[config.mk]
export PLATFORM = sky130hd
export DESIGN_NAME = ps2_mouse_packet_rx
export DESIGN_NICKNAME = d
export VERILOG_FILES = /design/src/rtl/ps2_mouse_packet_rx.sv
export SDC_FILE = /design/constraint.sdc
export NUM_CORES = 1
export LEC_CHECK = 0
export ABC_CLOCK_PERIOD_IN_PS = 5100
export CELL_PAD_IN_SITES_DETAIL_PLACEMENT = 0
export CELL_PAD_IN_SITES_GLOBAL_PLACEMENT = 1
export CORE_ASPECT_RATIO = 1.4
export CORE_UTILIZATION = 51
export DETAILED_ROUTE_END_ITERATION = 6
export DONT_BUFFER_PORTS = 1
export PLACE_DENSITY = 0.76
export SYNTH_ARGS = -nofsm -noshare
export SYNTH_HDL_FRONTEND = slang
export SYNTH_SLANG_ARGS = --single-unit
export TNS_END_PERCENT = 100
[constraint.sdc]
create_clock -name qzt_clk -period 5.1 [get_ports qzt_clk]
set_input_delay 0.51 -clock qzt_clk [delete_from_list [all_inputs] [get_ports qzt_clk]]
set_output_delay 0.51 -clock qzt_clk [all_outputs]
set_load 0.01 [all_outputs]
[src/rtl/ps2_mouse_packet_rx.sv]
`default_nettype none
// ============================================================================
// Module   : ps2_mouse_packet_rx
// Purpose  : Receives the PS/2 mouse serial stream, assembles 3-byte movement
//            packets and presents status/deltaX/deltaY with a one-cycle tx
//            strobe. Framing, sync and inactivity errors raise frame_err.
// Revision : 1.0 - initial release
// ============================================================================
module ps2_mouse_packet_rx #(
  parameter int FILTER_LEN     = 8,
  parameter int TIMEOUT_CYCLES = 50000
) (
  input  logic       qzt_clk,
  input  logic       reset,
  input  logic       ps2_clk,
  input  logic       ps2_data,
  output logic [7:0] status,
  output logic [7:0] deltaX,
  output logic [7:0] deltaY,
  output logic       tx,
  output logic       frame_err
);

  localparam int FW = $clog2(FILTER_LEN + 1);
  localparam int TW = $clog2(TIMEOUT_CYCLES + 1);
  localparam logic [FW-1:0] FILT_MAX = FW'(FILTER_LEN - 1);
  localparam logic [TW-1:0] TOUT_MAX = TW'(TIMEOUT_CYCLES);

  typedef enum logic [1:0] {
    IDLE   = 2'd0,
    DATA   = 2'd1,
    PARITY = 2'd2,
    STOP   = 2'd3
  } state_t;

  logic          clk_meta, clk_sync, data_meta, data_sync;
  logic          clk_filt, clk_filt_q;
  logic [FW-1:0] filt_cnt;
  logic          sample_evt;

  state_t        state;
  logic [2:0]    bit_cnt;
  logic [7:0]    shift_reg;
  logic          parity_bit;
  logic [1:0]    byte_idx;
  logic [7:0]    stage_status, stage_x;
  logic [TW-1:0] tout_cnt;

  // Two-flop synchronisers; idle-high so reset does not look like an edge.
  always_ff @(posedge qzt_clk or posedge reset) begin
    if (reset) begin
      clk_meta  <= 1'b1;
      clk_sync  <= 1'b1;
      data_meta <= 1'b1;
      data_sync <= 1'b1;
    end else begin
      clk_meta  <= ps2_clk;
      clk_sync  <= clk_meta;
      data_meta <= ps2_data;
      data_sync <= data_meta;
    end
  end

  // Deglitch: filtered clock follows only after FILTER_LEN consecutive differing samples.
  always_ff @(posedge qzt_clk or posedge reset) begin
    if (reset) begin
      clk_filt   <= 1'b1;
      clk_filt_q <= 1'b1;
      filt_cnt   <= '0;
    end else begin
      clk_filt_q <= clk_filt;
      if (clk_sync == clk_filt) begin
        filt_cnt <= '0;
      end else if (filt_cnt == FILT_MAX) begin
        clk_filt <= clk_sync;
        filt_cnt <= '0;
      end else begin
        filt_cnt <= filt_cnt + 1'b1;
      end
    end
  end

  // One sample event per filtered falling edge.
  assign sample_evt = clk_filt_q & ~clk_filt;

  // Bit FSM, packet assembly and inactivity timeout; outputs are registered.
  always_ff @(posedge qzt_clk or posedge reset) begin
    if (reset) begin
      state        <= IDLE;
      bit_cnt      <= '0;
      shift_reg    <= '0;
      parity_bit   <= 1'b0;
      byte_idx     <= '0;
      stage_status <= '0;
      stage_x      <= '0;
      tout_cnt     <= '0;
      status       <= '0;
      deltaX       <= '0;
      deltaY       <= '0;
      tx           <= 1'b0;
      frame_err    <= 1'b0;
    end else begin
      tx        <= 1'b0;
      frame_err <= 1'b0;

      if (sample_evt) begin
        tout_cnt <= '0;
      end else if (tout_cnt != TOUT_MAX) begin
        tout_cnt <= tout_cnt + 1'b1;
      end

      if (sample_evt) begin
        case (state)
          IDLE: begin
            if (!data_sync) begin
              state   <= DATA;
              bit_cnt <= '0;
            end else begin
              frame_err <= 1'b1;
            end
          end
          DATA: begin
            shift_reg <= {data_sync, shift_reg[7:1]};
            bit_cnt   <= bit_cnt + 1'b1;
            if (bit_cnt == 3'd7) state <= PARITY;
          end
          PARITY: begin
            parity_bit <= data_sync;
            state      <= STOP;
          end
          STOP: begin
            state <= IDLE;
            if (data_sync && ^{shift_reg, parity_bit}) begin
              case (byte_idx)
                2'd0: begin
                  // Bit 3 of the status byte is always set; use it to resync.
                  if (shift_reg[3]) begin
                    stage_status <= shift_reg;
                    byte_idx     <= 2'd1;
                  end else begin
                    frame_err <= 1'b1;
                  end
                end
                2'd1: begin
                  stage_x  <= shift_reg;
                  byte_idx <= 2'd2;
                end
                2'd2: begin
                  status   <= stage_status;
                  deltaX   <= stage_x;
                  deltaY   <= shift_reg;
                  tx       <= 1'b1;
                  byte_idx <= 2'd0;
                end
                default: byte_idx <= 2'd0;
              endcase
            end else begin
              frame_err <= 1'b1;
              byte_idx  <= 2'd0;
            end
          end
          default: state <= IDLE;
        endcase
      end else if (tout_cnt == TOUT_MAX && (state != IDLE || byte_idx != 2'd0)) begin
        // Counter stays saturated, so this fires once per stalled transfer.
        state     <= IDLE;
        byte_idx  <= 2'd0;
        frame_err <= 1'b1;
      end
    end
  end

endmodule
`default_nettype wire

==> results summary, run 1 <==
The flow ran to the end, and the final reports show no timing, DRC or antenna violations. After global routing the overflow that remains totals 0. The top fanout value on the critical path is 9. The fraction of the cycle the final worst path needs is 0.427. The relative slew slack is 0.541. The antenna diode count came out at 0. The number of global-route vias before repair is 2193. The leakage power is 2.03 nW.

The number of gates resized after CTS came out at 0. The average instance in the mapped netlist occupies 13.1 µm². The global routing met1 resource utilization came out at 0.238. The most common cell after layout, fill and taps aside is sky130_fd_sc_hd__dfrtp_1. Of the synthesized area, sequential elements account for 0.550.

The number of clock sinks came out at 84. The commonest register cell after synthesis is sky130_fd_sc_hd__dfrtp_1. The finished layout holds 395 standard cells, fillers aside. The area added between synthesis and finish came out at 6.78%. The fraction of power consumed by the clock network is 0.294. The flip-flop count of the largest register after layout came out at 16. The placed instance count is 379.

The combinational share of power is 0.207. Ranked by total cell area, the synthesized netlist is headed by sky130_fd_sc_hd__dfrtp_1, sky130_fd_sc_hd__mux2_2, sky130_fd_sc_hd__mux2_4. The worst hold-check path type is in2async.

The power per unit of standard cell area came out at 397 nW/µm². The cell area reported after detailed placement came out at 3900 µm². The net switching share of the total power is 0.314. The largest area contributor in the netlist is sky130_fd_sc_hd__dfrtp_1. The number of distinct standard cells referenced by the synthesized netlist came out at 45. After detailed routing, the number of remaining DRC violations is 0. The placed wire-length estimate is 4.40 mm.

The routed length per instance came out at 16.4 µm. The final net count came out at 307. The die covers 7880 µm². In the global route stage, overall resource usage came out at 0.192. The post-route cell area came out at 4100 µm².

The internal power of the cells totals 0.00112 W. On the final layout, the worst clock skew is 0.0109 ns. The number of endpoints with negative hold slack in the final report is 0.

The worst-case clock buffer depth came out at 2. The synthesized netlist occupies a cell area of 3840 µm². TritonCTS built the clock tree. Of the post-synthesis cell area, the dominant cell type holds 0.508. The maximum ir drop on the vdd rail is 0.239 mV. CTS built an H-tree with a depth of 3. In this run the tool buffered the top-level ports with 0 buffer cells. tout_cnt holds more flip-flops than any other register. The synthesis warning total is 0. The clock insertion delay at the later pin of the skew report came out at 0.36 ns.

The first routing iteration left 125 violations. The kind of launch point of the worst setup path is a flip-flop. The die is 105 µm tall.

For this run, the top clock speed supported by timing is 459 MHz. The count of mapped cells out of synthesis is 294. In this run the most used layer during global routing was met2.

The total detailed-routing wirelength is 6.49 mm. Of the cells placed in the final design, the portion with a size suffix greater than 1 is 0.279. The tool flagged a number of max-cap violations equal to 0. The switching power total came out at 0.000511 W. The via count of the routed design is 2166. The critical path data required time is 5.35 ns.

Of the total power, registers draw 0.499. The kind of end point of the critical path is a flip-flop. The met3 routing resource usage after global routing is 0.0318. The post-synthesis net count came out at 308. The initial antenna violation count came out at 0.

Entering global routing, the biggest net connects 56 pins. Data on the critical path arrives at its endpoint at 2.43 ns. The global placement routability congestion came out at 0.735. The post-detailed-route count of antenna-violating nets came out at 0. The worst register-to-register path has a setup slack of 2.92 ns. The initial utilization of the core area, before any placement, comes to 0.525. Setup repair after global routing left no endpoint under its margin. Dividing the detail-routed via count by the number of cells gives 5.48. In this run the standard cell core region covers 7310 µm². Clock tree synthesis inserted a total of 9 buffers. The final number of setup-violating endpoints is 0. The number of hold-repair buffers added at the cts stage is 0. The total setup buffers inserted after CTS is 0. The critical path is of the reg2reg type. The number of synthesized flops with an enable pin is 0.

The number of iterations in the first detailed-routing pass came out at 4. The global-route wire length before repair is 11.1 mm. The number of pins exceeding their max-slew limit in the final report came out at 0. The worst register-to-register path has a depth of 4. The top cell types in the final layout, fill and taps aside, are sky130_fd_sc_hd__dfrtp_1, sky130_fd_sc_hd__mux2_2, sky130_fd_sc_hd__mux2_4, sky130_fd_sc_hd__nor2_1, sky130_fd_sc_hd__nand2_1. The register bit count reported by yosys came out at 84.

The root buffer cell chosen for the clock tree is sky130_fd_sc_hd__clkbuf_8. The row count is 37. After layout, the minimum clock period comes to 2.18 ns. The sum of negative setup slack is 0 ns. The I/O pin total came out at 30. The routing usage on met2 came out at 0.307. The clock transition time at the flip-flop clock pins of the worst setup and hold paths came out at 0.09 ns. The fraction of synthesis flops using an asynchronous set or reset pin came out at 1.00.

For the pin with the worst max-slew slack, the measured transition is 0.689 ns. The horizontal die dimension is 75.3 µm.
[cell usage after synthesis (all sizes together), types with 2 or more instances]
cell and instances:
o21ai 6, and3b 3, mux2 51, nor3b 2, mux2i 3, or4bb 2
xor2 12, nand3 12, nor2 20, nor3 4, nand4 7, nand2b 3
buf 4, dfstp 6, xnor2 6, a21oi 7, xnor3 2, and2 2
or3 2, a22o 2, nand2 13, nand3b 2, inv 7, clkbuf 10
nor2b 2, and4 3, ha 10, dfrtp 78
[cell families after synthesis]
kind of cell	synth area share
flops	0.550
fa+ha+maj	0.0326
compound gates	0.0365
buf+inv	0.0264
xor+xnor	0.0593
mux	0.178
simple gates	0.118
[layout make-up]
type                            instances  area, µm²
Clock buffer                            9        124
Clock inverter                          7       73.8
Fill cell                             645       3220
Inverter                                7       27.5
Multi-Input combinational cell        189       1630
Sequential cell                        84       2110
Tap cell                               97        121
Timing Repair Buffer                    2       15.0
[final timing paths]
check,startpoint,endpoint
max in group asynchronous,reset,tout_cnt[7]
min reg2reg,data_meta,data_sync
max reg2reg,shift_reg[4],stage_status[7]
min,reset,deltaX[3]
max,shift_reg[4],stage_status[7]
min in group qzt_clk,ps2_data,data_meta
[power by group through the flow]
stage / Combinational [W] / Clock [W] / Sequential (W)
after floorplan: 0.000283 / 0 / 0.000805
after global placement: 0.000338 / 0 / 0.000825
after detailed placement: 0.000343 / 0 / 0.000826
after CTS: 0.000343 / 0.000497 / 0.000814
after global routing: 0.000389 / 0.000523 / 0.000827
final: 0.000337 / 0.000478 / 0.000813
[routing by layer]
metal  part of all wire  vias up
met3              0.022       12
met4              0.028        0
met5                  0        -
met1               0.44     1094
li1                   -     1023
met2               0.51       37
[critical path, cell delays in order, from the launching register on]
cell and delay [ns]:
sky130_fd_sc_hd__dfrtp_1 0.44, sky130_fd_sc_hd__xor2_1 0.18, sky130_fd_sc_hd__xnor3_2 0.47, sky130_fd_sc_hd__mux2i_2 0.58, sky130_fd_sc_hd__mux2_2 0.40
[per-stage QoR]
step	hold slack (ns)	util	setup WS [ns]	power [W]
6_report	0.0364	0.560	2.92	0.00163
5_1_grt	0.0684	0.560	2.79	0.00174
4_1_cts	0.0454	0.560	2.90	0.00165
3_5_place_dp	0.352	0.533	2.89	0.00117
3_3_place_gp	0.346	0.533	2.94	0.00116
2_1_floorplan	0.345	-	2.43	0.00109
(Power assumes the default switching activity.)
==> run 2: changes to the inputs <==
--- a/config.mk
+++ b/config.mk
@@ -5,14 +5,14 @@
 export SDC_FILE = /design/constraint.sdc
 export NUM_CORES = 1
 export LEC_CHECK = 0
-export ABC_CLOCK_PERIOD_IN_PS = 5100
+export ABC_CLOCK_PERIOD_IN_PS = 1800
 export CELL_PAD_IN_SITES_DETAIL_PLACEMENT = 0
 export CELL_PAD_IN_SITES_GLOBAL_PLACEMENT = 1
 export CORE_ASPECT_RATIO = 1.4
-export CORE_UTILIZATION = 51
+export CORE_UTILIZATION = 47
 export DETAILED_ROUTE_END_ITERATION = 6
 export DONT_BUFFER_PORTS = 1
-export PLACE_DENSITY = 0.76
+export PLACE_DENSITY = 0.73
 export SYNTH_ARGS = -nofsm -noshare
 export SYNTH_HDL_FRONTEND = slang
 export SYNTH_SLANG_ARGS = --single-unit
==> constraint.sdc (replaced) <==
create_clock -name qzt_clk -period 1.8 [get_ports qzt_clk]
set_input_delay 0.18 -clock qzt_clk [delete_from_list [all_inputs] [get_ports qzt_clk]]
set_output_delay 0.18 -clock qzt_clk [all_outputs]
set_load 0.01 [all_outputs]
==> results summary, run 2 (synthesis results as in run 1) <==
The flow ran to the end, but the final reports show violations. The final reports fail on setup timing. The initial antenna violation count is 0. The number of iterations in the first detailed-routing pass came out at 4. The clock transition time at the flip-flop clock pins of the worst setup and hold paths came out at 0.10 ns. Once placement completed, the tool counted placed cells totaling 421. The leakage power came out at 2.35 nW. The fraction of layout instances using a drive strength above 1 came out at 0.391. STA classifies the critical path startpoint as a flip-flop.

The number of pins exceeding their max-slew limit in the final report came out at 0. The horizontal die dimension is 78.4 µm. For the worst setup path, the data required time is 2.04 ns. The routed length per instance came out at 16.1 µm. The relative slew slack is 0.651. The repair_antennas step left the layout with diodes totalling 0. The global placement routability congestion came out at 0.802. The filler-free cell count of the finished design came out at 448. The post-route worst hold slack is 0.274 ns.

The total detailed-routing wirelength came out at 7.22 mm. The number of endpoints with negative hold slack in the final report is 0. The floorplan step defined a core boundary enclosing 7850 µm². The register with the most flip-flops in the final layout is tout_cnt. The filler cells instantiated in the layout total 660. The setup clock skew after layout came out at 0.0183 ns. The die covers 8540 µm². The I/O pin total is 30.

Relative to the synthesized area, the layout overhead comes to 20.2%. After routing, the total negative slack on setup checks comes to -6.58 ns. After the first detailed-routing iteration, the DRC count stood at 95. The cell area reported after detailed placement is 4230 µm². The slew at the pin closest to its max-slew limit came out at 0.523 ns. The pin count of the biggest net entering global routing is 71. The worst setup path is captured at a flip-flop.

The placed wire-length estimate came out at 4.71 mm. The top fanout value on the critical path came out at 7. The effective utilization at floorplan came out at 0.489. The global router's overall resource usage is 0.185. The worst hold path belongs to the class in2async.

Setup violations remaining at the end of the flow were counted as 48. The most numerous cell type found on the critical path is sky130_fd_sc_hd__buf_6. The final net count came out at 357. The worst setup path category is reg2reg.

Leaving out fill and tap cells, the most frequent cells in the layout are sky130_fd_sc_hd__dfrtp_1, sky130_fd_sc_hd__buf_4, sky130_fd_sc_hd__mux2_4. Buffers inserted during clock tree synthesis total 9. Overall power consumption after layout is estimated at 0.00517 W.

The number of clock sinks came out at 84. In the post-route analysis, the smallest setup slack over all paths is -0.201 ns. The post-detailed-route count of antenna-violating nets came out at 0. For this design the ratio of total power to cell area is 1120 nW/µm². Dividing the final minimum period by the clock period gives 1.11.

Traced cell by cell, the critical path runs through xor2_1 -> xnor3_2 -> buf_6 -> mux2i_4 -> buf_6 -> mux2_4. On the critical path, the stage with the largest delay is an instance of sky130_fd_sc_hd__xnor3_2. The global-route wire length before repair came out at 11.8 mm. The tree is rooted in a sky130_fd_sc_hd__clkbuf_8. The detailed-route vias per instance is 5.27.

The number of max-capacitance violations reported is 0. Port buffering added 0 buffers. The clock insertion delay at the later pin of the skew report is 0.36 ns.

The flip-flop count of the largest register after layout is 16. Setup repair after global routing could not meet its margin everywhere. The maximum clock frequency came out at 500 MHz. The H-tree level count is 3. The shortest period the worst path allows is 2.00 ns. The row count is 38. The arrival time at the worst endpoint is 2.24 ns. The number of global-route vias before repair came out at 2400. The via count of the routed design is 2363. For this run, design rule violations remaining after detail routing come to 0. The clock tree from TritonCTS is yes. The post-route cell area is 4610 µm². For this run, the slowest stage of the critical path takes 0.51 ns. After global routing the overflow that remains totals 0.

The worst-case clock buffer depth came out at 2. Across the VDD grid, the largest voltage drop is 0.714 mV. The height of the chip is 109 µm.

The library cell used most frequently in the layout, excluding fill and tap cells, is sky130_fd_sc_hd__dfrtp_1.
run 2: cell count changes in the layout (fill, tap and decap cells not counted), moves of 2 or more:
| cell | before | now |
|---|---|---|
| sky130_fd_sc_hd__buf_4 | 2 | 43 |
| sky130_fd_sc_hd__clkinv_2 | 3 | 0 |
| sky130_fd_sc_hd__dlygate4sd3_1 | 0 | 3 |
| sky130_fd_sc_hd__xnor2_2 | 0 | 2 |
| sky130_fd_sc_hd__xnor2_1 | 6 | 4 |
| sky130_fd_sc_hd__buf_6 | 0 | 3 |
| sky130_fd_sc_hd__clkinvlp_4 | 1 | 3 |
| sky130_fd_sc_hd__mux2_2 | 31 | 24 |
| sky130_fd_sc_hd__mux2_4 | 20 | 29 |
run 2: final cells by class:
type                            count  area [µm²]  area share
Timing Repair Buffer               50         407      0.0881
Tap cell                          100         125      0.0271
Multi-Input combinational cell    191        1740       0.378
Sequential cell                    84        2110       0.457
Inverter                            7        30.0     0.00651
Clock inverter                      6        71.3      0.0155
Clock buffer                       10         128      0.0277
run 2: metal layers:
metal,wire length [µm],share of wire,vias to the layer above,track usage
met2,3820,0.53,35,0.331
met5,0,0,-,0
met3,140,0.019,12,0.0335
li1,-,-,1130,-
met4,155,0.021,0,0.0913
met1,3110,0.43,1186,0.212
run 2: timing repair:
action | in CTS | in global routing
setup endpoints to repair | 47 | 48
hold endpoints to repair | 16 | 0
pin swaps | 7 | 2
hold buffers | 3 | 0
cloned | 2 | 0
resized for setup | 14 | 5
setup buffers | 3 | 3
run 2: final timing paths:
check	endpoint	slack, ns	cells past startpoint	start
setup / recovery	stage_status[6]	-0.20	6	shift_reg[5]
hold / removal	bit_cnt[1]	0.27	2	reset
setup reg to reg	stage_status[6]	-0.20	6	shift_reg[5]
hold reg to reg	data_sync	0.36	0	data_meta
max in group asynchronous	state[0]	0.85	3	reset
min in group qzt_clk	data_sync	0.36	0	data_meta
run 2: critical path, delay by kind of cell, from the launching register on:
family                 cells  cell delay, ns
flip-flops                 1            0.40
buffers and inverters      2            0.33
XOR/XNOR                   2            0.67
multiplexers               2            0.48
run 2: stage by stage:
stage / util / setup WS [ns]
finish: 0.588 / -0.201
global route: 0.588 / -0.282
CTS: 0.582 / -0.201
detailed placement: 0.539 / -0.237
global placement: 0.539 / -0.226
floorplan: - / -0.173
run 2: power by group:
group | total, W | switching (W) | internal, W
combinational | 0.00156 | 0.000768 | 0.000794
sequential | 0.00224 | 0.000141 | 0.00209
clock | 0.00137 | 0.000717 | 0.000654
total | 0.00517 | 0.00163 | 0.00354
==> run 3: changes to the inputs <==
--- a/config.mk
+++ b/config.mk
@@ -8,7 +8,7 @@
 export ABC_CLOCK_PERIOD_IN_PS = 1800
 export CELL_PAD_IN_SITES_DETAIL_PLACEMENT = 0
 export CELL_PAD_IN_SITES_GLOBAL_PLACEMENT = 1
-export CORE_ASPECT_RATIO = 1.4
+export CORE_ASPECT_RATIO = 1.5
 export CORE_UTILIZATION = 47
 export DETAILED_ROUTE_END_ITERATION = 6
 export DONT_BUFFER_PORTS = 1
==> results summary, run 3 (synthesis results as in run 1) <==
The run finished, with violations left. The checks that failed: setup timing. The number of max-capacitance violations reported is 0. The area inside the core boundary is 7960 µm². The violation count after the first detailed-routing iteration came out at 69. The top fanout value on the critical path is 5.

The register with the most flip-flops in the final layout is tout_cnt. The sum of negative setup slack is -7.02 ns. For this configuration, the core starts out at a cell density of 0.482. Dividing the final minimum period by the clock period gives 1.11. The total detailed-routing wirelength is 7.25 mm. The stage delay of the slowest cell on the critical path came out at 0.52 ns. The number of clock sinks is 84. Counting buffers and inverters, the worst setup path is 5 cells deep. The shortest period the worst path allows is 2.00 ns. The number of iterations in the first detailed-routing pass came out at 4. The H-tree level count is 3. The worst setup path is launched from a flip-flop. The height of the chip came out at 113 µm. The number of global-route vias before repair came out at 2551.

From synthesis to final layout, the design area changed by 21.3%. The combinational share of power is 0.266. The library cells used most frequently in the layout, excluding fill and tap cells, are sky130_fd_sc_hd__dfrtp_1, sky130_fd_sc_hd__buf_4, sky130_fd_sc_hd__mux2_2.

The worst hold path passes through 0 cells. The multi-input combinational cells in the finished layout cover a total of 1700 µm². The arrival time at the worst endpoint came out at 2.23 ns. The register cell area after layout came out at 2110 µm². Setup violations remaining at the end of the flow were counted as 45. Together, buffers and inverters on the worst path number 1. STA classifies the critical path endpoint as a flip-flop. The power per unit of standard cell area is 1160 nW/µm². The pin count of the biggest net entering global routing came out at 31. In this run the tightest slew margin relative to its limit is 0.563. In this run the horizontal extent of the chip is 75.8 µm. The total DRC errors in the routed layout came out at 0. The I/O pin total is 30.

The post-route cell area is 4650 µm². The cell with the largest stage delay on the worst path is sky130_fd_sc_hd__xnor3_2. Across all hold checks on the routed design, the worst slack comes to 0.355 ns. By startpoint and endpoint, the worst setup path is classified as reg2reg.

The floorplan die area came out at 8540 µm². The flip-flop count of the largest register after layout is 16. The sequential share of power came out at 0.411. At the pin with the least slew margin, the transition time is 0.654 ns. The global-route wire length before repair came out at 12.1 mm. The number of pins exceeding their max-slew limit in the final report came out at 0. The initial antenna violation count is 0. The met3 routing resource usage after global routing is 0.0431.

The critical path goes through xor2_1 -> xnor3_2 -> mux2i_4 -> buf_4 -> mux2_2. The number of buffers added on ports came out at 0. Leaving out fill and tap cells, the most frequent cell in the layout is sky130_fd_sc_hd__dfrtp_1. The critical path data required time came out at 2.02 ns. In this run the clock root is driven by a sky130_fd_sc_hd__clkbuf_16. The maximum ir drop on the vdd rail came out at 0.818 mV.

The maximum clock frequency came out at 500 MHz. The design internal power came out at 0.00378 W. Of the total power, the share spent switching nets is 0.302.

The setup slack after layout came out at -0.201 ns. Setup repair after global routing could not meet its margin everywhere. The tightest min-delay check is of the reg2reg type. For met1 alone, demand over resource in global routing was 0.205.

The cell count of the worst reg-to-reg path came out at 5. For this run, the post-layout net count is 354. The routed length per instance is 16.1 µm. The setup clock skew after layout came out at 0.00728 ns.

The global placement routability congestion came out at 0.787. The global route total overflow came out at 0. The number of endpoints with negative hold slack in the final report is 0. The clock insertion delay at the later pin of the skew report is 0.34 ns. The wire-length estimate of the detail-placed layout is 4.97 mm. The routing usage on met2 came out at 0.337. The row count came out at 40. The switching power total is 0.00163 W. In this run the most used layer during global routing was met2. Once placement finished, the instance area stood at 4260 µm². After detailed routing, the number of vias per cell comes to 5.30. The count of nets left with antenna violations once routing finished came out at 0. The leakage power came out at 2.37 nW. The antenna diode count is 0.

The TritonCTS buffer count came out at 9. In this run the deepest clock path goes through 2 buffers. The fraction of power consumed by the clock network is 0.323. Fill cells in the final layout number 645. Of the cells placed in the final design, the portion with a size suffix greater than 1 is 0.386. The via count of the routed design came out at 2387. TritonCTS built the clock tree.

The cell family contributing the most delay on the critical path is XOR/XNOR gates. In the global route stage, overall resource usage came out at 0.192. The clock transition time at the flip-flop clock pins of the worst setup and hold paths is 0.06 ns.
[run 3: final timing paths]
path	start	end	slack [ns]
setup / recovery	shift_reg[4]	stage_status[2]	-0.20
hold / removal	clk_meta	clk_sync	0.36
hold reg to reg	clk_meta	clk_sync	0.36
min in group asynchronous	reset	filt_cnt[2]	0.41
max in group asynchronous	reset	shift_reg[1]	0.84
setup reg to reg	shift_reg[4]	stage_status[2]	-0.20
[run 3: stage by stage]
step / power [W] / instances / setup slack (ns) / util
6_report: 0.00541 / 450 / -0.201 / 0.585
5_1_grt: 0.00572 / 450 / -0.287 / 0.585
4_1_cts: 0.00548 / 450 / -0.201 / 0.583
3_5_place_dp: 0.00359 / 428 / -0.296 / 0.536
3_3_place_gp: 0.00356 / 428 / -0.245 / 0.536
2_1_floorplan: 0.00309 / 294 / -0.173 / -
[run 3: power groups by stage]
stage / registers (W) / logic (W) / clock network (W)
3_5_place_dp: 0.00226 / 0.00133 / 0
5_1_grt: 0.00225 / 0.00159 / 0.00188
3_3_place_gp: 0.00225 / 0.00131 / 0
6_report: 0.00222 / 0.00144 / 0.00175
4_1_cts: 0.00222 / 0.00145 / 0.00180
2_1_floorplan: 0.00228 / 0.000810 / 0
[run 3: what timing repair did]
action	4_1_cts	5_1_grt
endpoints found under the setup margin	55	48
hold buffers	3	0
setup buffers	2	0
resized for setup	7	3
pin swaps	1	2
cloned	1	0
hold endpoints to repair	22	0
[run 3: routing by layer]
layer | up-vias | part of all wire
li1 | 1130 | -
met5 | - | 0
met2 | 35 | 0.55
met4 | 0 | 0.027
met1 | 1210 | 0.40
met3 | 12 | 0.024
[run 3: final cells by class]
cell class / instances / share of cell area
Inverter: 7 / 0.00645
Timing Repair Buffer: 48 / 0.0860
Clock buffer: 10 / 0.0513
Clock inverter: 6 / 0.00995
Sequential cell: 84 / 0.453
Multi-Input combinational cell: 190 / 0.365
Tap cell: 105 / 0.0282
